[config.mk]
export PLATFORM = sky130hd
export DESIGN_NAME = one_to3_demux_buf
export DESIGN_NICKNAME = d
export VERILOG_FILES = /design/src/rtl/one_to3_demux_buf_pkg.sv /design/src/rtl/one_to3_demux_buf_buffer.sv /design/src/rtl/one_to3_demux_buf.sv
export SDC_FILE = /design/constraint.sdc
export NUM_CORES = 1
export LEC_CHECK = 0
export BUFFER_PORTS_ARGS = -buffer_cell sky130_fd_sc_hd__buf_4
export CAP_MARGIN = 30
export CELL_PAD_IN_SITES_DETAIL_PLACEMENT = 1
export CELL_PAD_IN_SITES_GLOBAL_PLACEMENT = 1
export CORE_MARGIN = 1.5
export CORE_UTILIZATION = 43
export CTS_BUF_LIST = sky130_fd_sc_hd__clkbuf_8
export DETAILED_ROUTE_END_ITERATION = 12
export PLACE_DENSITY_LB_ADDON = 0.2
export SETUP_SLACK_MARGIN = 0.3
export SLEW_MARGIN = 20
export SYNTH_ARGS = -nofsm -noshare
export SYNTH_HDL_FRONTEND = slang
export SYNTH_HIERARCHICAL = 1
export SYNTH_SLANG_ARGS = --single-unit
[constraint.sdc]
create_clock -name clk -period 1.96 [get_ports clk]
set_input_delay 0.196 -clock clk [delete_from_list [all_inputs] [get_ports clk]]
set_output_delay 0.196 -clock clk [all_outputs]
set_load 0.1 [all_outputs]
[src/rtl/one_to3_demux_buf_pkg.sv]
// Shared types for the 1-to-3 demultiplexing buffer: select encodings,
// per-destination buffer states and the saturating drop-counter helper.
package one_to3_demux_buf_pkg;

   typedef enum logic [1:0] {
      SEL_OUT0 = 2'd0,
      SEL_OUT1 = 2'd1,
      SEL_OUT2 = 2'd2,
      SEL_DROP = 2'd3
   } sel_e;

   typedef enum logic {
      BUF_EMPTY = 1'b0,
      BUF_FULL  = 1'b1
   } buf_state_e;

   localparam int          NUM_DEST  = 3;
   localparam logic [7:0]  DROP_MAX  = 8'd255;

   function automatic logic [7:0] sat_inc(input logic [7:0] value);
      return (value == DROP_MAX) ? value : value + 8'd1;
   endfunction

endpackage

[src/rtl/one_to3_demux_buf_buffer.sv]
// One-entry register buffer (EMPTY/FULL); a write and a drain on the same
// edge keeps it FULL with the new word, so a stream sustains one word per cycle.
module one_entry_buffer
   import one_to3_demux_buf_pkg::*;
#(
   parameter int N = 32
) (
   input  logic         clk,
   input  logic         rstb,
   input  logic         wr_en,
   input  logic [N-1:0] wr_data,
   input  logic         rd_ready,
   output logic         full,
   output logic [N-1:0] data
);

   buf_state_e state, state_nxt;

   // NOTE: sequential state uses non-blocking assignments only, so every
   // register samples pre-edge values regardless of process ordering.
   always_ff @(posedge clk or negedge rstb) begin
      if (!rstb) begin
         state <= BUF_EMPTY;
      end else begin
         state <= state_nxt;
      end
   end

   // NOTE: next-state default is assigned first so no path leaves it
   // unassigned, which would otherwise infer a latch.
   always_comb begin
      state_nxt = state;
      unique case (state)
         BUF_EMPTY: if (wr_en)              state_nxt = BUF_FULL;
         BUF_FULL:  if (rd_ready && !wr_en) state_nxt = BUF_EMPTY;
         default:                           state_nxt = BUF_EMPTY;
      endcase
   end

   // NOTE: the data register is reset too, because outK_data must read 0
   // while reset is held and no stale word may survive a reset.
   always_ff @(posedge clk or negedge rstb) begin
      if (!rstb) begin
         data <= '0;
      end else if (wr_en) begin
         data <= wr_data;
      end
   end

   assign full = (state == BUF_FULL);

endmodule

[src/rtl/one_to3_demux_buf.sv]
// Routes each accepted word to one of three one-entry buffers by in_select;
// select 3 discards the word and bumps a saturating drop counter.
module one_to3_demux_buf
   import one_to3_demux_buf_pkg::*;
#(
   parameter int N = 32
) (
   input  logic         clk,
   input  logic         rstb,
   input  logic [N-1:0] in_data,
   input  logic [1:0]   in_select,
   input  logic         in_valid,
   output logic         in_ready,
   output logic [N-1:0] out0_data,
   output logic [N-1:0] out1_data,
   output logic [N-1:0] out2_data,
   output logic         out0_valid,
   output logic         out1_valid,
   output logic         out2_valid,
   input  logic         out0_ready,
   input  logic         out1_ready,
   input  logic         out2_ready,
   output logic [7:0]   drop_count
);

   logic [NUM_DEST-1:0] full;
   logic [NUM_DEST-1:0] rd_ready;
   logic [NUM_DEST-1:0] wr_en;
   logic                drop_en;
   logic [N-1:0]        buf_data [NUM_DEST];

   assign rd_ready = {out2_ready, out1_ready, out0_ready};

   // A full buffer can take a new word in the same cycle it is drained.
   always_comb begin
      in_ready = 1'b1;
      wr_en    = '0;
      drop_en  = 1'b0;
      unique case (sel_e'(in_select))
         SEL_OUT0: begin
            in_ready = !full[0] || rd_ready[0];
            wr_en[0] = in_valid && in_ready;
         end
         SEL_OUT1: begin
            in_ready = !full[1] || rd_ready[1];
            wr_en[1] = in_valid && in_ready;
         end
         SEL_OUT2: begin
            in_ready = !full[2] || rd_ready[2];
            wr_en[2] = in_valid && in_ready;
         end
         SEL_DROP: begin
            in_ready = 1'b1;
            drop_en  = in_valid;
         end
         default: ;
      endcase
   end

   for (genvar k = 0; k < NUM_DEST; k++) begin : g_buf
      one_entry_buffer #(.N(N)) u_buf (
         .clk      (clk),
         .rstb     (rstb),
         .wr_en    (wr_en[k]),
         .wr_data  (in_data),
         .rd_ready (rd_ready[k]),
         .full     (full[k]),
         .data     (buf_data[k])
      );
   end

   always_ff @(posedge clk or negedge rstb) begin
      if (!rstb) begin
         drop_count <= '0;
      end else if (drop_en) begin
         drop_count <= sat_inc(drop_count);
      end
   end

   assign out0_data  = buf_data[0];
   assign out1_data  = buf_data[1];
   assign out2_data  = buf_data[2];
   assign out0_valid = full[0];
   assign out1_valid = full[1];
   assign out2_valid = full[2];

endmodule
## Yosys cells after proc, flatten, opt, wreduce, memory -nomap -nowiden

Index checks and enable logic that the tools add are counted.

- Register bits: 107
- Output and inout bits: 108
- Word-level logic and storage cells: 47

- Add/subtract/negate cells: 1
- Equality and inequality tests: 4
- Mux-type cells: 14
- Bitwise gates (word level): 4
- Reduce and logical (&&, ||, !) cells: 17

Operators by type and width:

| kind | count |
|---|---|
| $mux W1 | 10 |
| $add A8 B1 Y8 const B | 1 |
| $eq A8 B8 Y1 const B | 1 |
| $logic_and A1 B1 Y1 | 6 |
| $logic_not A1 Y1 | 6 |
| $pmux W1 S2 | 3 |
| $eq A2 B2 Y1 const B | 2 |
| $not A1 Y1 | 4 |
| $pmux W1 S4 | 1 |
| $logic_or A1 B1 Y1 | 3 |
| $eq A2 B1 Y1 const B | 1 |
| $logic_not A2 Y1 | 1 |
| $reduce_and A2 Y1 | 1 |

## Depth between registers and ports, before layout

- Depth after elaboration: 8
- Gate-level depth with buffers: 5
- Mapped depth without buffers: 5

## Cells and area by module

The synthesis kept the hierarchy.

Modules (own cells, without submodules):

| module | instances | cells an instance | area an instance (um2) | sequential area each (um2) |
|---|---|---|---|---|
| one_entry_buffer | 3 | 71 | 1,377.6 | 825.8 |
| one_to3_demux_buf | 1 | 46 | 471.7 | 200.2 |

## Worst setup path before layout

OpenSTA, ideal clock, no wires.

- Path kind: reg-to-output
- Start point: register g_buf[0].u_buf.state
- End point: output port in_ready
- Data arrival time: 2,721 ps
- Data required time: 1,764 ps
- Slack: -957 ps
- Stages on the path, launching flop included: 5
- Path buffers: 0
- Path through: dfrtp_1 nor2b_1 mux2i_1 nor2_1 a31oi_1

- Cells in the longest elaborated chain, start to end: 3

Ends and longest elaborated chain:

| element | line | source |
|---|---|---|
| start, declared | one_to3_demux_buf_buffer.sv:17 | `buf_state_e state, state_nxt;` |
| start signal, assigned | one_to3_demux_buf_buffer.sv:25 | `state <= state_nxt;` |
| $logic_not A1 Y1 | one_to3_demux_buf.sv:41 | `in_ready = !full[0] \|\| rd_ready[0];` |
| $logic_or A1 B1 Y1 | one_to3_demux_buf.sv:41 |  |
| $pmux W1 S4 | one_to3_demux_buf.sv:39 | `unique case (sel_e'(in_select))` |
| end, declared | one_to3_demux_buf.sv:13 | `output logic in_ready,` |

Every way passes these cells.

## Worst setup path in the final report

- Start point: register g_buf[1].u_buf.state
- End point: output port in_ready

- Cells in the longest elaborated chain, start to end: 3

Ends and longest elaborated chain:

| element | line | source |
|---|---|---|
| start, declared | one_to3_demux_buf_buffer.sv:17 |  |
| start signal, assigned | one_to3_demux_buf_buffer.sv:25 |  |
| $logic_not A1 Y1 | one_to3_demux_buf.sv:45 | `in_ready = !full[1] \|\| rd_ready[1];` |
| $logic_or A1 B1 Y1 | one_to3_demux_buf.sv:45 |  |
| $pmux W1 S4 | one_to3_demux_buf.sv:39 |  |

Every way passes these cells.

==> run summary <==
Fin. Hold Viols: 0
Worst-Margin Slew: 0.591 ns
Startpoint Class: flop
Switching Share: 53.4%
CTS tree: yes
Worst vdd ir: 1.18 mV
Max cap viols: 0
RSZ-0062 raised after global routing: yes
DRT iter0 DRCs: 109
Die H: 106 um
Share of cells above drive strength 1: 70.6%
Post-route core utilization: 61.4%
Worst path max stage delay: 0.49 ns
IO Count: 148
Vias per cell: 4.93
DRC: 0
Placed cell count: 539
Leakage: 3.08 nW
RD Place Congestion: 0.768
Status: completed
Internal: 4.52 mW
Final Max Tran Viols: 0
Core area: 10400 sq um
Antenna cells: 0
Syn Inst Count: 259
Pin count of the biggest net entering global routing: 44
Row count: 37
Pre-antenna DRT Iters: 4
Syn-to-layout area delta: 38.3%
Hold Path Origin: in_data[25]
Fin cells: 568
Root buffer cell: clkbuf_8
PD cells: 1520 nW/um^2
Crit path kind: flop to output pin
Clk pwr share: 12.5%
Clk Latency, worst-skew pair: 0.37 ns
CP max stage cell: dfrtp_4
Total CTS buffers: 9
Initial antenna violation count: 0
Setup Skew: 0.00908 ns
Sequential share of power: 31.5%
Post-synthesis register bit count: 107
Routed Antenna Nets: 0
First-pass GRT wire length: 16900 um
FF-to-FF path depth: 5
Worst r2r src: g_buf[0].u_buf/full
Crit end category: output pin
Starting Density: 44.4%
Max clock buf depth: 2
Die W: 106 um
H-tree depth: 3
Via count: 2802
Syn Area/Cell: 17.8 sq um
CP Max Fanout: 2
Clock transition at path regs: 0.10 ns
Die area: 11300 sq um
Final setup violation count: 0
All-Layer GR Usage: 19.8%
Detail Placement HPWL: 7390 um
Mapped Area: 4600 sq um
Syn. warnings: 6
Worst Path Required: 1.76 ns
Final setup TNS: 0 ns
Sequential-to-total area share from yosys stat: 58.2%
Hold Crit Depth: 2
Cell family with most CP delay: flip-flops
GRT Residual Overflow: 0
CP Data Arrival Time: 1.61 ns
Worst Setup SP: g_buf[1].u_buf/full
Fin crit period: 1.81 ns
Cells along the critical path: nor2b_4 -> mux2i_1 -> nor2_1 -> a31oi_4 -> buf_12
Fmax: 0.553 GHz
Final nets: 468
Rel. slew slack: 60.6%
WL final: 11200 um
Critical path depth: 5
Logic pwr share: 56.0%
Hold Path Class: primary input to flop
NetSw: 5.18 mW
PortBufs: 147
Number of global-route vias before repair: 2960
Buf+Inv Stages, Crit Path: 1
Syn Nets: 300
Fin crit share: 92.3%
Synth cell types: 28
CTS sink count: 107
Wire per inst: 19.6 um
[synth_stat cells, drive strengths merged]
cell type / number / area, sq um
and3: 1 / 7.51
a21oi: 4 / 20.0
nand2: 4 / 17.5
ha: 1 / 12.5
nor2b: 3 / 18.8
nor4b: 2 / 17.5
mux2i: 1 / 10.0
xor2: 1 / 8.76
o31ai: 1 / 21.3
buf: 12 / 214
nand3: 3 / 15.0
mux2: 99 / 1440
and4: 1 / 8.76
or2b: 1 / 8.76
inv: 4 / 15.0
nand4: 1 / 6.26
a31oi: 1 / 6.26
xnor2: 2 / 17.5
nor3: 3 / 20.0
dfrtp: 107 / 2680
nor2: 3 / 11.3
or2: 1 / 6.26
a21o: 3 / 22.5
[per-layer routing]
metal  GRT usage, %  vias to the layer above  part of all wire, %
met5              0                        -                    0
met4           7.24                        0                  1.8
met3           5.09                       14                  5.6
met2           32.0                       98                   48
met1           25.7                     1449                   44
li1               -                     1241                    -
[cells by family (layout without fill, tap and decap cells)]
logic type               count (synthesis)  count (layout)  synth area share [%]
AO/OA/AOI/OAI                            9               9                  1.52
flip-flops                             107             107                  58.2
adder cells (fa/ha/maj)                  1               1                 0.272
multiplexers                           100             100                  31.5
buffers and inverters                   16             189                  4.97
XOR/XNOR                                 3               3                 0.571
AND/OR/NAND/NOR                         23              23                  2.99
[registers in the layout (all words and copies together), names as in the netlist]
register,cells
g_buf.u_buf/data,96
drop_count,8
g_buf.u_buf/full,3
[power groups by stage]
stage	sequential, mW	clock (mW)	combinational [mW]
4_1_cts	3.06	1.27	5.43
3_3_place_gp	3.07	0	5.33
5_1_grt	3.12	1.34	5.56
2_1_floorplan	6.51	0	0.822
6_report	3.06	1.21	5.43
3_5_place_dp	3.09	0	5.38
[metrics by stage]
stage                     cell area [sq um]  hold WS, ns  setup slack, ns  total power, mW
after detailed placement               5930        0.244            0.251             8.48
after floorplan                        4720      -0.0996            0.195             7.33
after CTS                              6250       0.0434            0.153             9.75
final                                  6370       0.0660            0.151             9.70
after global placement                 5930        0.243            0.280             8.41
after global routing                   6370       0.0439           0.0768             10.0
[final timing paths]
kind,slack [ns],endpoint
max,0.15,in_ready
min,0.07,g_buf[0].u_buf/data[25]
max reg2reg,0.27,g_buf[0].u_buf/data[2]
min reg2reg,0.52,g_buf[2].u_buf/data[7]
max in group asynchronous,0.99,g_buf[0].u_buf/data[19]
min in group asynchronous,0.36,g_buf[1].u_buf/data[9]
[what timing repair did]
item / 4_1_cts / 5_1_grt
setup endpoints to repair: 38 / 70
hold endpoints to repair: 40 / 0
pin swaps: 1 / 1
cloned: 4 / 2
buffers inserted: 4 / 2
hold buffers: 1 / 0
resized for setup: 7 / 15
[final cells by class]
class                      count  area, sq um
timing repair buffer         169         1480
multi-input combinational    136         1820
clock inverter                 6         33.8
fill                        1011         4000
sequential                   107         2720
clock buffer                  10          138
tap                          136          170
inverter                       4         15.0
[cell usage in the layout, fill, tap and decap left out, drive strengths merged, types with 2 or more instances in the layout]
cell    instances
a21o            3
inv             6
nor3            3
nor2            3
nor2b           3
dfrtp         107
nand2           4
clkinv          3
nand3           3
buf           166
a21oi           4
clkbuf         12
nor4b           2
xnor2           2
mux2           99
No activity file was read; power rests on OpenSTA's default activity.
